File: src/rtl/stack_ctrl_pkg.sv
// Shared types and helpers for the call/return sequencer.
// Default widths here must match the register file's PC width.
package stack_ctrl_pkg;

    localparam int CS_PC_WIDTH = 5;
    localparam int CS_DEPTH    = 8;
    localparam int PTR_W       = CS_PC_WIDTH;

    typedef enum logic [1:0] {
        IDLE      = 2'd0,
        CALL_PUSH = 2'd1,
        RET_ADDR  = 2'd2,
        RET_POP   = 2'd3
    } cs_state_t;

    // Increment that wraps modulo 2**width, so the top address wraps to 0.
    function automatic logic [31:0] pc_inc(input logic [31:0] pc, input int unsigned width);
        logic [31:0] mask;
        mask = (width >= 32) ? 32'hFFFF_FFFF : ((32'd1 << width) - 32'd1);
        return (pc + 32'd1) & mask;
    endfunction

endpackage

File: src/rtl/ret_addr_lifo.sv
// Return-address storage for frames 1..DEPTH; index 0 is never written or read.
// No reset: contents are only meaningful below the current depth.
module ret_addr_lifo #(
    parameter int PC_WIDTH = 5,
    parameter int DEPTH    = 8
) (
    input  logic                clk,
    input  logic                we,
    input  logic [PC_WIDTH-1:0] wr_addr,
    input  logic [PC_WIDTH-1:0] wr_data,
    input  logic [PC_WIDTH-1:0] rd_addr,
    output logic [PC_WIDTH-1:0] rd_data
);

    logic [PC_WIDTH-1:0] mem_q [1:DEPTH];

    generate
        for (genvar gi = 1; gi <= DEPTH; gi++) begin : g_entry
            always_ff @(posedge clk) begin
                if (we && (wr_addr == PC_WIDTH'(gi))) begin
                    mem_q[gi] <= wr_data;
                end
            end
        end
    endgenerate

    // Address decode keeps out-of-range addresses from reading undefined storage.
    always_comb begin
        rd_data = '0;
        for (int i = 1; i <= DEPTH; i++) begin
            if (rd_addr == PC_WIDTH'(i)) begin
                rd_data = mem_q[i];
            end
        end
    end

endmodule

File: src/rtl/call_stack_ctrl.sv
// Call/return sequencer driving the register file's frame push/pop interface.
// CALL: IDLE -> CALL_PUSH -> IDLE.  RET: IDLE -> RET_ADDR -> RET_POP -> IDLE.
module call_stack_ctrl
    import stack_ctrl_pkg::*;
#(
    parameter int PC_WIDTH = CS_PC_WIDTH,
    parameter int DEPTH    = CS_DEPTH
) (
    input  logic                clk,
    input  logic                rst_n,
    input  logic                cs_call,
    input  logic                cs_ret,
    input  logic [PC_WIDTH-1:0] cs_call_target,
    input  logic [PC_WIDTH-1:0] cs_pc_cur,
    input  logic                cs_err_clr,
    output logic                cs_busy,
    output logic                cs_pc_load,
    output logic [PC_WIDTH-1:0] cs_pc_next,
    output logic                cs_overflow,
    output logic                cs_underflow,
    output logic                rf_stack_push,
    output logic                rf_stack_pop,
    output logic [PC_WIDTH-1:0] rf_stack_pointer
);

    localparam logic [PC_WIDTH-1:0] DEPTH_W = PC_WIDTH'(DEPTH);

    cs_state_t           state_q, state_d;
    logic [PC_WIDTH-1:0] depth_q, depth_d;
    logic [PC_WIDTH-1:0] target_q, target_d;
    logic [PC_WIDTH-1:0] pc_next_q, pc_next_d;
    logic                ovf_q, ovf_d;
    logic                unf_q, unf_d;

    logic                idle;
    logic                call_ok, call_ovf, ret_ok, ret_unf;
    logic [PC_WIDTH-1:0] wr_addr, wr_data, rd_data;

    assign idle     = (state_q == IDLE);
    // CALL has priority: a simultaneous RET is dropped even when the CALL overflows.
    assign call_ok  = idle && cs_call && (depth_q < DEPTH_W);
    assign call_ovf = idle && cs_call && (depth_q >= DEPTH_W);
    assign ret_ok   = idle && !cs_call && cs_ret && (depth_q != '0);
    assign ret_unf  = idle && !cs_call && cs_ret && (depth_q == '0);

    assign wr_addr  = depth_q + PC_WIDTH'(1);
    assign wr_data  = PC_WIDTH'(pc_inc(32'(cs_pc_cur), int'(PC_WIDTH)));

    ret_addr_lifo #(
        .PC_WIDTH (PC_WIDTH),
        .DEPTH    (DEPTH)
    ) u_ret_addr_lifo (
        .clk     (clk),
        .we      (call_ok),
        .wr_addr (wr_addr),
        .wr_data (wr_data),
        .rd_addr (depth_q),
        .rd_data (rd_data)
    );

    always_ff @(posedge clk or negedge rst_n) begin
        if (!rst_n) begin
            state_q <= IDLE;
        end else begin
            state_q <= state_d;
        end
    end

    always_comb begin
        state_d = state_q;
        case (state_q)
            IDLE: begin
                if (call_ok) begin
                    state_d = CALL_PUSH;
                end else if (ret_ok) begin
                    state_d = RET_ADDR;
                end
            end
            CALL_PUSH: state_d = IDLE;
            RET_ADDR:  state_d = RET_POP;
            RET_POP:   state_d = IDLE;
            default:   state_d = IDLE;
        endcase
    end

    always_comb begin
        cs_busy       = 1'b1;
        cs_pc_load    = 1'b0;
        rf_stack_push = 1'b0;
        rf_stack_pop  = 1'b0;
        pc_next_d     = pc_next_q;
        case (state_q)
            IDLE: cs_busy = 1'b0;
            CALL_PUSH: begin
                rf_stack_push = 1'b1;
                cs_pc_load    = 1'b1;
                pc_next_d     = target_q;
            end
            RET_POP: begin
                rf_stack_pop = 1'b1;
                cs_pc_load   = 1'b1;
                pc_next_d    = rd_data;
            end
            default: ;
        endcase
    end

    assign cs_pc_next       = pc_next_d;
    assign rf_stack_pointer = depth_q;
    assign cs_overflow      = ovf_q;
    assign cs_underflow     = unf_q;

    always_comb begin
        depth_d  = depth_q;
        target_d = target_q;
        if (call_ok) begin
            depth_d  = depth_q + PC_WIDTH'(1);
            target_d = cs_call_target;
        end else if (state_q == RET_POP) begin
            depth_d = depth_q - PC_WIDTH'(1);
        end
        // A new error in the same cycle as a clear keeps the flag set.
        ovf_d = call_ovf | (ovf_q & ~cs_err_clr);
        unf_d = ret_unf  | (unf_q & ~cs_err_clr);
    end

    always_ff @(posedge clk or negedge rst_n) begin
        if (!rst_n) begin
            depth_q   <= '0;
            target_q  <= '0;
            pc_next_q <= '0;
            ovf_q     <= 1'b0;
            unf_q     <= 1'b0;
        end else begin
            depth_q   <= depth_d;
            target_q  <= target_d;
            pc_next_q <= pc_next_d;
            ovf_q     <= ovf_d;
            unf_q     <= unf_d;
        end
    end

endmodule

File: config.mk
export PLATFORM = sky130hd
export DESIGN_NAME = call_stack_ctrl
export DESIGN_NICKNAME = d
export VERILOG_FILES = /design/src/rtl/stack_ctrl_pkg.sv /design/src/rtl/ret_addr_lifo.sv /design/src/rtl/call_stack_ctrl.sv
export SDC_FILE = /design/constraint.sdc
export NUM_CORES = 1
export LEC_CHECK = 0
export CAP_MARGIN = 20
export CORE_MARGIN = 8
export CORE_UTILIZATION = 56
export CTS_CLUSTER_DIAMETER = 120
export DETAILED_ROUTE_END_ITERATION = 16
export PLACE_DENSITY = 0.77
export SLEW_MARGIN = 20
export SYNTH_ARGS = -nofsm -noshare
export SYNTH_HDL_FRONTEND = slang
export SYNTH_HIERARCHICAL = 1
export SYNTH_SLANG_ARGS = --single-unit
File: constraint.sdc
create_clock -name clk -period 2.95 [get_ports clk]
set_input_delay 0.885 -clock clk [delete_from_list [all_inputs] [get_ports clk]]
set_output_delay 0.885 -clock clk [all_outputs]
set_load 0.02 [all_outputs]
## Word-level counts from Yosys, hierarchy flattened

Memory sizes are Yosys's and may differ from the RTL's.
Index checks and enable logic that the tools add are counted.

- Flip-flop bits (word level): 19
- Bits in latches: 0
- Memory bits (writable): 40
- Memory bits (read-only): 0
- Input bits: 15
- Memories kept: 1

- $add $sub $neg: 3
- Multiply operators: 0
- Divide/modulo/power cells: 0
- $lt $le $gt $ge: 2
- Eq/ne operators: 20
- Shifts and indexed selects: 0
- Mux-type cells: 55
- Bitwise logic cells: 5
- Reductions and logical operators: 28

Memories:

| memory | words | bits a word | rd ports | clocked after memory_dff | write ports | line | RTL |
|---|---|---|---|---|---|---|---|
| u_ret_addr_lifo.mem_q | 8 | 5 | 8 | 0 | 1 | ret_addr_lifo.sv:15 | `logic [PC_WIDTH-1:0] mem_q [1:DEPTH];` |

Operators with widths:

| cell | number |
|---|---|
| 2-to-1 mux 5 bit | 17 |
| equality test 5 x 3 -> 1 bit (second input constant) | 8 |
| OR reduction 5 bit | 7 |
| 2-to-1 mux 4 bit | 7 |
| 2-to-1 mux 1 bit | 27 |
| equality test 5 x 2 -> 1 bit (second input constant) | 4 |
| logical AND 1 bit | 15 |
| adder 5 x 1 -> 5 bit (second input constant) | 2 |
| equality test 5 x 1 -> 1 bit (second input constant) | 2 |
| equality test 5 x 4 -> 1 bit (second input constant) | 2 |
| one-hot mux 5 bit (2 select lines) | 1 |
| one-hot mux 2 bit (3 select lines) | 1 |
| >= comparator 5 x 4 -> 1 bit (second input constant) | 1 |
| logical NOT 5 bit | 1 |
| < comparator 5 x 4 -> 1 bit (second input constant) | 1 |
| nonzero test 5 bit | 1 |
| subtractor 5 x 1 -> 5 bit (second input constant) | 1 |
| equality test 2 bit (second input constant) | 2 |
| 2-to-1 mux 2 bit | 2 |
| inequality test 3 x 1 -> 1 bit (second input constant) | 1 |
| bitwise AND 1 bit | 2 |
| equality test 2 x 1 -> 1 bit (second input constant) | 1 |
| logical NOT 2 bit | 1 |
| bitwise OR 1 bit | 2 |
| other kinds (4) | 4 |

## Longest topological paths before layout

- Depth after elaboration: 14
- Mapped depth: 8
- Gate-level depth less buffers: 6

## By module

Netlist, hierarchy kept.

Modules (own cells, without submodules):

| module | times used | cells each | area an instance (um^2) | sequential area each (um^2) |
|---|---|---|---|---|
| ret_addr_lifo | 1 | 134 | 1780.5 | 1201.2 |
| call_stack_ctrl | 1 | 94 | 1006.0 | 475.5 |

## Worst setup path before layout

OpenSTA, ideal clock, no wires.

- Path kind: reg2out
- Start: register depth_q[1] (netlist: rf_stack_pointer[1])
- End: output port cs_pc_next[0]
- Arrival: 1.906 ns
- Required time: 2.065 ns
- Path slack: 0.159 ns
- Stages on the path, launching flop included: 8
- Cell sequence: dfrtp_1 -> buf_2 -> or4b_4 -> o22ai_1 -> o21ai_1 -> nand2_1 -> mux2i_1 -> a21oi_1

- Longest elaborated chain between the ends: 10
- Elaborated cells between the ends (all ways): 17
- Classes of those cells: eq/ne (8); mux (9)

RTL lines:

| what | line | RTL |
|---|---|---|
| from (decl) | call_stack_ctrl.sv:29 | `logic [PC_WIDTH-1:0] depth_q, depth_d;` |
| from (signal assigned) | call_stack_ctrl.sv:135 | `depth_q <= depth_d;` |
| equality test 5 x 1 -> 1 bit | ret_addr_lifo.sv:31 | `if (rd_addr == PC_WIDTH'(i)) begin` |
| 2-to-1 mux 5 bit (7 in series) | ret_addr_lifo.sv:31 |  |
| 2-to-1 mux 5 bit * | ret_addr_lifo.sv:31 |  |
| via rd_data[0] | call_stack_ctrl.sv:37 | `logic [PC_WIDTH-1:0] wr_addr, wr_data, rd_data;` |
| one-hot mux 5 bit (2 select lines) * | call_stack_ctrl.sv:92 | `case (state_q)` |
| to (decl) | call_stack_ctrl.sv:18 | `output logic [PC_WIDTH-1:0] cs_pc_next,` |

The timed path passes the listed nets; every way through them passes the cells marked *.

## Worst setup path in the final report

- Start: register depth_q[2] (netlist: rf_stack_pointer[2])
- End: output port cs_pc_next[1]

The elaborated chain is that of the path after synthesis.

==> results.py <==
metrics = {
    "sta": {
        "hold_violations": 0,
        "worst_slack_ps": -66.7,
        "finClkSkew_ps": 8.49,
        "rsz0062_at_grt": "yes",
        "worst-slew-pin-transition_ps": 372,
        "relSlewSlack_pct": 74.8,
        "fmax_ghz": 0.331,
        "slew_viol_final": 0,
        "finalCritPeriodShare_pct": 102,
        "setup-tns-final_ps": -221,
        "period_minus_slack_ps": 3020,
        "setup_viol": 5,
    },
    "setup_path": {
        "worstSetupStartpoint": "rf_stack_pointer[2]$_DFFE_PN0P_",
        "r2r-end": "u_ret_addr_lifo/mem_q[0][15]$_DFFE_PP_",
        "cp-end-kind": "output port",
        "arrival_ps": 2130,
        "reg2reg_depth": 8,
        "worstSetupPathType": "register to output port",
        "rrSetupSlack_ps": 710,
        "start_kind": "register",
        "cp_max_fo": 5,
        "r2r-start": "rf_stack_pointer[1]$_DFFE_PN0P_",
        "required_ps": 2070,
    },
    "placement": {
        "hpwl_um": 4380,
        "gp_congestion": 0.830,
        "pre_cts_ws_ps": -211,
        "dp.cells": 338,
        "portBuffers": 30,
    },
    "floorplanning": {
        "die_area_um2": 7490,
        "die_h_um": 86.5,
        "num_rows": 25,
        "fp.dieW_um": 86.5,
        "core_area_um2": 4750,
        "pin_count": 31,
        "start_util_pct": 58.6,
    },
    "hold_path": {
        "whs_path_depth": 1,
        "hold_class": "register to register",
        "min_to": "target_q[0]$_DFFE_PN0P_",
        "holdCritStartpoint": "target_q[0]$_DFFE_PN0P_",
    },
    "clock_network": {
        "cts.sinks": 59,
        "postCtsHoldBufs": 0,
        "h-tree-depth": 3,
        "cts.clk_slew.worst_paths_ps": 70,
        "clock_path_buffers": 2,
        "numCtsBuffers": 9,
        "cts_tree": "built",
        "clock_latency_ps": 330,
        "cts-root-buf": "clkbuf_8",
    },
    "yosys": {
        "ys.flop_type": "edfxtp_1",
        "yosysWarnings": 6,
        "syn_area_per_cell_um2": 12.2,
        "syn_nets": 246,
        "synth_area_leaders": "edfxtp_1, dfrtp_1, nor2_1",
        "synth_area_leader_cell": "edfxtp_1",
        "synth_area_um2": 2790,
        "ys_ff_latch": 59,
        "synth_edf_count": 40,
        "seq_area_frac_synth_pct": 60.2,
        "yosysTopAreaCellShare_pct": 43.1,
        "synthArstFlopShare_pct": 32.2,
        "synthCells": 228,
        "synth.distinct_cells": 44,
    },
    "grt": {
        "grt_pass1_vias": 2036,
        "grt_pass1_wl_um": 9780,
        "track_usage_pct": 17.5,
        "antenna_found_initial": 0,
        "grt_max_degree": 28,
        "grt_overflow_total": 0,
    },
    "power_and_ir_drop": {
        "comb_power_share_pct": 49.7,
        "power_density_nw_per_um2": 992,
        "pwr-share-clk_pct": 16.8,
        "p_int_mw": 2.15,
        "leakage_nw": 1.32,
        "vdd_ir_drop_max_mv": 0.789,
        "switchingPower_mw": 1.36,
        "swShare_pct": 38.7,
        "total_power_mw": 3.51,
        "power_frac_seq_pct": 33.5,
    },
    "finish": {
        "multiInputGateArea_um2": 1070,
        "mostFrequentLayoutCell": "edfxtp_1",
        "fillCellCount": 344,
        "diodes": 0,
        "seqCellArea_um2": 1680,
        "finalNonFillerCells": 357,
        "nNetsFinal": 303,
        "final_cell_mix": "edfxtp_1, buf_4, clkdlybuf4s50_1",
        "drive_gt1_share_pct": 23.4,
        "syn_to_final_growth_pct": 26.9,
    },
    "drt": {
        "first_pass_iters": 4,
        "drc": 0,
        "wirelength_um": 6370,
        "vias": 2023,
        "drtIter0Drc": 128,
        "routed_via_density": 5.67,
        "wl_per_cell_um": 17.9,
        "antenna_left": 0,
    },
    "flow_run": {
        "max_cap_violations": 0,
    },
    "status": {
        "outcome": "complete, but fails checks",
        "violations": "setup timing",
    },
}
[cells in the mapped netlist, types with 2 or more instances]
cell type  number
a22oi_1         6
o21ai_1         5
nor2_1         21
nor3b_1         5
ha_1            3
or3_1           3
or4b_4          2
nand2b_1        4
mux2_2          5
nor3b_2         2
xor2_1          3
nand3_1         4
and2_1          2
mux2_1          5
mux2i_1         5
buf_2           3
o22ai_1         5
nor3_1          4
dfrtp_1        19
o21ai_0         5
edfxtp_1       40
clkbuf_1        7
nand3b_1       10
xnor2_1         6
nand2_1        14
inv_1           8
a21oi_1        11
a21boi_0        5
[timing repair]
item / 4_1_cts / 5_1_grt
buffers inserted: 2 / 1
hold endpoints to repair: 0 / 0
resized for setup: 28 / 15
cloned: 0 / 0
setup endpoints to repair: 5 / 6
pin swaps: 8 / 7
[area by class of cell]
class / count / area share (%)
Tap cell: 67 / 2.37
Inverter: 8 / 0.849
Multi-Input combinational cell: 149 / 30.4
Sequential cell: 59 / 47.5
Clock buffer: 12 / 3.82
Clock inverter: 4 / 0.495
Timing Repair Buffer: 58 / 14.6
[state kept, by name, indices dropped and copies added (netlist names)]
| name | flops |
|---|---|
| state_q | 2 |
| u_ret_addr_lifo/mem_q | 40 |
| cs_underflow | 1 |
| pc_next_q | 5 |
| cs_overflow | 1 |
| rf_stack_pointer | 5 |
| target_q | 5 |
[power by group through the flow]
stage / clock network (mW) / logic, mW / registers [mW]
6_report: 0.590 / 1.74 / 1.18
2_1_floorplan: 0 / 0.975 / 1.21
5_1_grt: 0.633 / 1.89 / 1.20
4_1_cts: 0.596 / 1.64 / 1.16
3_3_place_gp: 0 / 1.59 / 1.17
3_5_place_dp: 0 / 1.61 / 1.17
[kinds of logic after synthesis]
logic type	Yosys count	synth area share [%]
compound gates	44	10.2
xor+xnor	9	2.83
fa+ha+maj	3	1.35
buf+inv	20	3.23
flops	59	60.2
mux	15	5.84
simple gates	78	16.4
[metal layers]
layer / up-vias / GRT usage, % / wire, um
met2: 75 / 28.1 / 3160
met3: 13 / 4.91 / 426
met4: 0 / 7.67 / 155
met5: - / 0 / 0
met1: 987 / 21.3 / 2630
li1: 948 / - / -
[worst max-delay path, stage by stage (launching register included)]
cell and delay [ps]:
dfrtp_1 410, or4b_4 610, o22ai_1 200, o21ai_1 90
nand2_1 80, mux2i_1 90, a21oi_2 190, buf_6 140
[worst max path at each step]
stage	cells after the start	slack, ps	to
after floorplan	7	160	cs_pc_next[0]
after global placement	7	-180	cs_pc_next[3]
after detailed placement	7	-210	cs_pc_next[3]
after CTS	7	-70	cs_pc_next[3]
after global routing	7	-180	cs_pc_next[2]
final	7	-70	cs_pc_next[1]
[metrics by stage]
stage	area, um2	hold slack [ps]	util [%]
2_1_floorplan	2790	457	-
3_3_place_gp	3300	467	69.4
3_5_place_dp	3300	475	69.4
4_1_cts	3470	489	73.0
5_1_grt	3540	507	74.4
6_report	3540	490	74.4
Power figures use the tool's default switching activity.
